==> src/rtl/entrada_decimal.sv <==
// Decimal keypad entry: BCD digits are shifted in right-justified, then confirmar runs a
// MAX_DIGITOS-cycle Horner conversion; valor_valido pulses MAX_DIGITOS+1 edges after confirmar.
module entrada_decimal #(
   parameter int MAX_DIGITOS = 4,
   parameter int LARGURA     = 32
) (
   input  logic                     clock,
   input  logic                     reset,
   input  logic [3:0]               digito_in,
   input  logic                     digito_valido,
   input  logic                     apagar,
   input  logic                     confirmar,
   output logic [LARGURA-1:0]       valor_out,
   output logic                     valor_valido,
   output logic [4*MAX_DIGITOS-1:0] digitos_out,
   output logic [3:0]               contagem,
   output logic                     ocupado,
   output logic                     erro
);

   localparam int IDX_W = (MAX_DIGITOS > 1) ? $clog2(MAX_DIGITOS) : 1;
   localparam logic [IDX_W-1:0] IDX_MAX = IDX_W'(MAX_DIGITOS - 1);
   localparam logic [3:0]       CNT_MAX = 4'(MAX_DIGITOS);

   typedef enum logic [1:0] {
      COLETA   = 2'd0,
      CONVERTE = 2'd1,
      PRONTO   = 2'd2
   } estado_t;

   estado_t                  estado_q,   estado_d;
   logic [4*MAX_DIGITOS-1:0] digitos_q,  digitos_d;
   logic [3:0]               contagem_q, contagem_d;
   logic [LARGURA-1:0]       acc_q,      acc_d;
   logic [IDX_W-1:0]         idx_q,      idx_d;
   logic [LARGURA-1:0]       valor_q,    valor_d;
   logic                     valido_q,   valido_d;
   logic                     erro_q,     erro_d;

   logic [3:0]               nibble;
   logic [LARGURA-1:0]       nibble_ext;
   logic [4*MAX_DIGITOS-1:0] digito_ext;
   logic                     digito_aceito;

   // State register
   always_ff @(posedge clock) begin
      if (reset) begin
         estado_q   <= COLETA;
         digitos_q  <= '0;
         contagem_q <= '0;
         acc_q      <= '0;
         idx_q      <= '0;
         valor_q    <= '0;
         valido_q   <= 1'b0;
         erro_q     <= 1'b0;
      end else begin
         estado_q   <= estado_d;
         digitos_q  <= digitos_d;
         contagem_q <= contagem_d;
         acc_q      <= acc_d;
         idx_q      <= idx_d;
         valor_q    <= valor_d;
         valido_q   <= valido_d;
         erro_q     <= erro_d;
      end
   end

   // Next-state logic
   always_comb begin
      estado_d = estado_q;
      case (estado_q)
         COLETA:   if (!apagar && confirmar) estado_d = CONVERTE;
         CONVERTE: if (idx_q == '0)          estado_d = PRONTO;
         PRONTO:                             estado_d = COLETA;
         default:                            estado_d = COLETA;
      endcase
   end

   // Datapath and registered-output logic
   always_comb begin
      nibble         = 4'(digitos_q >> {idx_q, 2'b00});
      nibble_ext     = '0;
      nibble_ext[3:0] = nibble;
      digito_ext     = '0;
      digito_ext[3:0] = digito_in;
      digito_aceito  = (digito_in <= 4'd9) && (contagem_q < CNT_MAX);

      digitos_d  = digitos_q;
      contagem_d = contagem_q;
      acc_d      = acc_q;
      idx_d      = idx_q;
      valor_d    = valor_q;
      valido_d   = 1'b0;
      erro_d     = 1'b0;

      case (estado_q)
         COLETA: begin
            if (apagar) begin
               digitos_d  = '0;
               contagem_d = '0;
            end else if (confirmar) begin
               acc_d = '0;
               idx_d = IDX_MAX;
            end else if (digito_valido) begin
               if (digito_aceito) begin
                  digitos_d  = (digitos_q << 4) | digito_ext;
                  contagem_d = contagem_q + 4'd1;
               end else begin
                  erro_d = 1'b1;
               end
            end
         end
         CONVERTE: begin
            // acc*10 as shift-add; wraps idx on the final step, which is never used
            acc_d = (acc_q << 3) + (acc_q << 1) + nibble_ext;
            idx_d = idx_q - IDX_W'(1);
         end
         PRONTO: begin
            valor_d    = acc_q;
            valido_d   = 1'b1;
            digitos_d  = '0;
            contagem_d = '0;
         end
         default: ;
      endcase
   end

   // Output logic
   always_comb begin
      valor_out    = valor_q;
      valor_valido = valido_q;
      digitos_out  = digitos_q;
      contagem     = contagem_q;
      ocupado      = (estado_q != COLETA);
      erro         = erro_q;
   end

endmodule

==> config.mk <==
export PLATFORM = sky130hd
export DESIGN_NAME = entrada_decimal
export DESIGN_NICKNAME = d
export VERILOG_FILES = /design/src/rtl/entrada_decimal.sv
export SDC_FILE = /design/constraint.sdc
export NUM_CORES = 1
export LEC_CHECK = 0
export CAP_MARGIN = 5
export CORE_MARGIN = 5
export CORE_UTILIZATION = 46
export DETAILED_ROUTE_END_ITERATION = 6
export HOLD_SLACK_MARGIN = 0.12
export PLACE_DENSITY_LB_ADDON = 0.15
export SETUP_SLACK_MARGIN = 0.15
export SLEW_MARGIN = 20
export SYNTH_ARGS = -nofsm -noshare
export SYNTH_HDL_FRONTEND = slang
export SYNTH_SLANG_ARGS = --single-unit
export TNS_END_PERCENT = 100
==> constraint.sdc <==
create_clock -name clock -period 4.6 [get_ports clock]
set_input_delay 0.46 -clock clock [delete_from_list [all_inputs] [get_ports clock]]
set_output_delay 0.46 -clock clock [all_outputs]
set_load 0.02 [all_outputs]
==> results.md <==
- Worst path required time: 4890 ps
- Sw power: 0.0003873 W
- Drt first pass iters: 4
- Worst-margin pin slew: 1024 ps
- CTS Hold Bufs: 0
- Fill cell count: 1,022
- VDD IR-drop max: 0.0001859 V
- Hold path startpoint: valor_out[17]$_SDFFE_PP0P_
- PwrDens: 270.1 nW/µm²
- Core area: 10,980 µm²
- Nets: 757
- Critical path's slowest cell: mux4_2
- Outcome: finished, final reports clean
- Simple-gate share of the synthesized area: 19.38%
- Mapped Cells: 641
- I/O pins: 64
- Flops & latches, synth: 90
- Worst Clk Skew: 5.948 ps
- Via count: 4,650
- Mapped Area: 5211 µm²
- Area leader, netlist: dfxtp_1
- Top cells by count, synth: 130 x nand2_1, 90 x dfxtp_1, 83 x a21oi_1
- Worst flop-to-flop path endpoint: acc_q[26]$_SDFFE_PP0P_
- Hold endpoint: valor_out[17]$_SDFFE_PP0P_
- Int Pwr: 0.001298 W
- CTS tree: built
- CTS Root Cell: clkbuf_16
- GRT Overall Usage: 20.71%
- Register area share after synthesis: 34.57%
- Die Y: 116.4 µm
- Largest cells by area after synthesis: dfxtp_1 35%, ha_1 14%, nand2_1 9.4%, a21oi_1 8.0%, nand3_1 2.9%
- CTS buffer count: 9
- Sw frac: 22.98%
- Tightest Hold Check Type: flip-flop to flip-flop
- Comb power frac: 6.2%
- Syn_nets: 712
- Critical path buffers and inverters: 1
- Port-buffer cells: 63
- Most frequent cell after synthesis: nand2_1
- Max cap viols: 0
- Initial antenna violation count: 0
- Final Max Tran Viols: 0
- Setup CP Type: flip-flop to flip-flop
- EDFF count, synth: 0
- Worst Setup Start Kind: flip-flop
- Arr. time, crit path: 4200 ps
- Cell Chain, Critical Path: mux4_2 -> inv_1 -> fa_1 -> fa_1 -> nand2b_1 -> a21oi_1 -> o2111ai_1 -> a2111o_1 -> a21bo_1 -> or4_1 -> nand3_1
- CP max FO: 7
- Remaining Overflow, GRT: 0
- Antenna Cells: 0
- Leak: 2.559 nW
- Number of setup buffers added after CTS: 0
- Hold depth: 2
- Antenna Nets Post-Route: 0
- Cell family with most CP delay: compound AO/OA/AOI/OAI gates
- Critical Path Sink Type: flip-flop
- Fin Setup TNS: 0 ps
- Reg2Reg Depth: 11
- HPWL Detailed: 9.895 mm
- Average instance area after synthesis: 8.130 µm²
- Synthesized-area fraction occupied by adder cells: 15.17%
- Sequential power share: 47.3%
- Synth Flop Type: dfxtp_1
- Crit-path most repeated cell: fa_1
- Xor and xnor area share after synthesis: 3.866%
- Inst Count DP: 815
- Min Clock Period, post-route: 3917 ps
- Clk sink count: 90
- Synth top area share: 34.57%
- Final std cells w/o fill: 831
- # setup viols final: 0
- DR vias/cell: 5.596
- Unrepaired setup endpoints after global routing: false
- First-pass GRT wire length: 22.28 mm
- Rel. slew slack: 31.48%
- Post-synthesis cell type count: 55
- Row count: 38
- CTS resizes: 0
- Final hold vios: 0
- Clock network power share: 46.4%
- Gpl congestion: 0.9413
- DR WL/cell: 16.02 µm
- Largest family of logic cells by synthesized area: compound AO/OA/AOI/OAI gates
- Area growth from synthesis to layout: 19.76%
- Die width: 116.4 µm
- Die area: 13,560 µm²
- Pin count of the biggest net entering global routing: 43
- Longest Clk Path Bufs: 2
- R2R Setup Slk: 680 ps
- FMAX: 255.3 MHz
- Synth Area in Compound Gates: 21.27%
- Layout cell share with drive strength beyond 1: 4.776%
- Initial Util: 47.45%
- Multiplexer share of the synthesized area: 2.113%
- Total Wirelength: 13.32 mm
- CTS clock-pin slew for the worst setup and hold paths: 60 ps
- Crit path launch: idx_q[0]$_SDFFE_PP0P_
- H-tree Lvls: 3
- Synth warn: 0
- Slowest cell delay on critical path: 560 ps
- DR iter-0 viols: 254
- Part of the cycle the worst path needs: 85.15%
- Skew-Pair Late Insertion Delay: 350 ps
- Share of synthesized registers carrying an async set or reset: 0%
- DRC: 0
- Vias in the first global route: 4,542
- Worst reg2reg startpoint: idx_q[0]$_SDFFE_PP0P_
==> state kept, by name, summed over array words and instances (netlist names) <==
register / cells
acc_q: 32
contagem: 4
digitos_out: 16
erro: 1
estado_q: 2
idx_q: 2
valor_out: 32
valor_valido: 1
==> per-layer routing <==
| layer | wire (µm) | vias to the layer above | global-route usage (%) | part of all wire [%] |
|---|---|---|---|---|
| met5 | 0 | - | 0 | 0 |
| met4 | 255 | 0 | 7.579 | 1.9 |
| met3 | 880 | 19 | 5.285 | 6.6 |
| met2 | 5469 | 123 | 29.48 | 41 |
| met1 | 6709 | 2136 | 30.10 | 50 |
| li1 | - | 2372 | - | - |
==> cell usage in the layout, fill, tap and decap left out, types with 15 or more instances in the layout <==
cell,count
nand2_1,130
nor2_1,32
inv_1,15
xnor2_1,16
clkdlybuf4s50_1,62
nand3_1,30
a21oi_1,83
dfxtp_1,90
o21ai_0,28
ha_1,60
==> tightest hold or removal path, stage by stage (launching register included) <==
cell and delay, ps:
dfxtp_1 310, nand2_1 50, a21oi_1 50
==> power groups by stage <==
| stage | Combinational, W | Clock, W | Sequential [W] |
|---|---|---|---|
| floorplan | 0.0000668 | 0 | 0.000814 |
| global placement | 0.000104 | 0 | 0.000815 |
| detailed placement | 0.000105 | 0 | 0.000815 |
| CTS | 0.000106 | 0.000792 | 0.000798 |
| global route | 0.000115 | 0.000841 | 0.000799 |
| finish | 0.000105 | 0.000783 | 0.000798 |
==> cell families (layout without fill, tap and decap cells) <==
kind of cell / after synthesis / count (layout)
and+or+nand+nor: 232 / 232
AOI/OAI and AO/OA: 178 / 178
DFF: 90 / 90
adders and majority gates: 62 / 62
buffers and inverters: 50 / 100
xor gates and xnor gates: 23 / 23
muxes: 6 / 6
==> stage by stage <==
| stage | power [W] | hold slack [ps] | worst slack (ps) | util, % | instance area [µm²] |
|---|---|---|---|---|---|
| 2_1_floorplan | 0.0008805 | 432.1 | 905.6 | - | 5211 |
| 3_3_place_gp | 0.0009186 | 442.2 | 821.9 | 53.99 | 5929 |
| 3_5_place_dp | 0.0009205 | 446.2 | 669.7 | 53.99 | 5929 |
| 4_1_cts | 0.001696 | 454.2 | 647.7 | 56.82 | 6241 |
| 5_1_grt | 0.001754 | 476.1 | 471.9 | 56.82 | 6241 |
| 6_report | 0.001685 | 453.7 | 683.1 | 56.82 | 6241 |
==> layout make-up <==
| type | instances | area [µm²] | area share, % |
|---|---|---|---|
| inverter | 15 | 56.30 | 0.9022 |
| clock buffer | 11 | 232.7 | 3.729 |
| multi-input combinational | 501 | 3226 | 51.68 |
| sequential | 90 | 1802 | 28.87 |
| clock inverter | 5 | 78.83 | 1.263 |
| tap | 140 | 175.2 | 2.807 |
| timing repair buffer | 69 | 670.6 | 10.75 |
==> how the worst max path moves through the flow <==
stage | end | slack [ps] | cells after the start
floorplan | acc_q[26]$_SDFFE_PP0P_ | 910 | 12
global placement | acc_q[26]$_SDFFE_PP0P_ | 820 | 11
detailed placement | acc_q[26]$_SDFFE_PP0P_ | 670 | 11
CTS | acc_q[26]$_SDFFE_PP0P_ | 650 | 11
global route | acc_q[26]$_SDFFE_PP0P_ | 470 | 11
finish | acc_q[26]$_SDFFE_PP0P_ | 680 | 11
(Power assumes the default switching activity.)
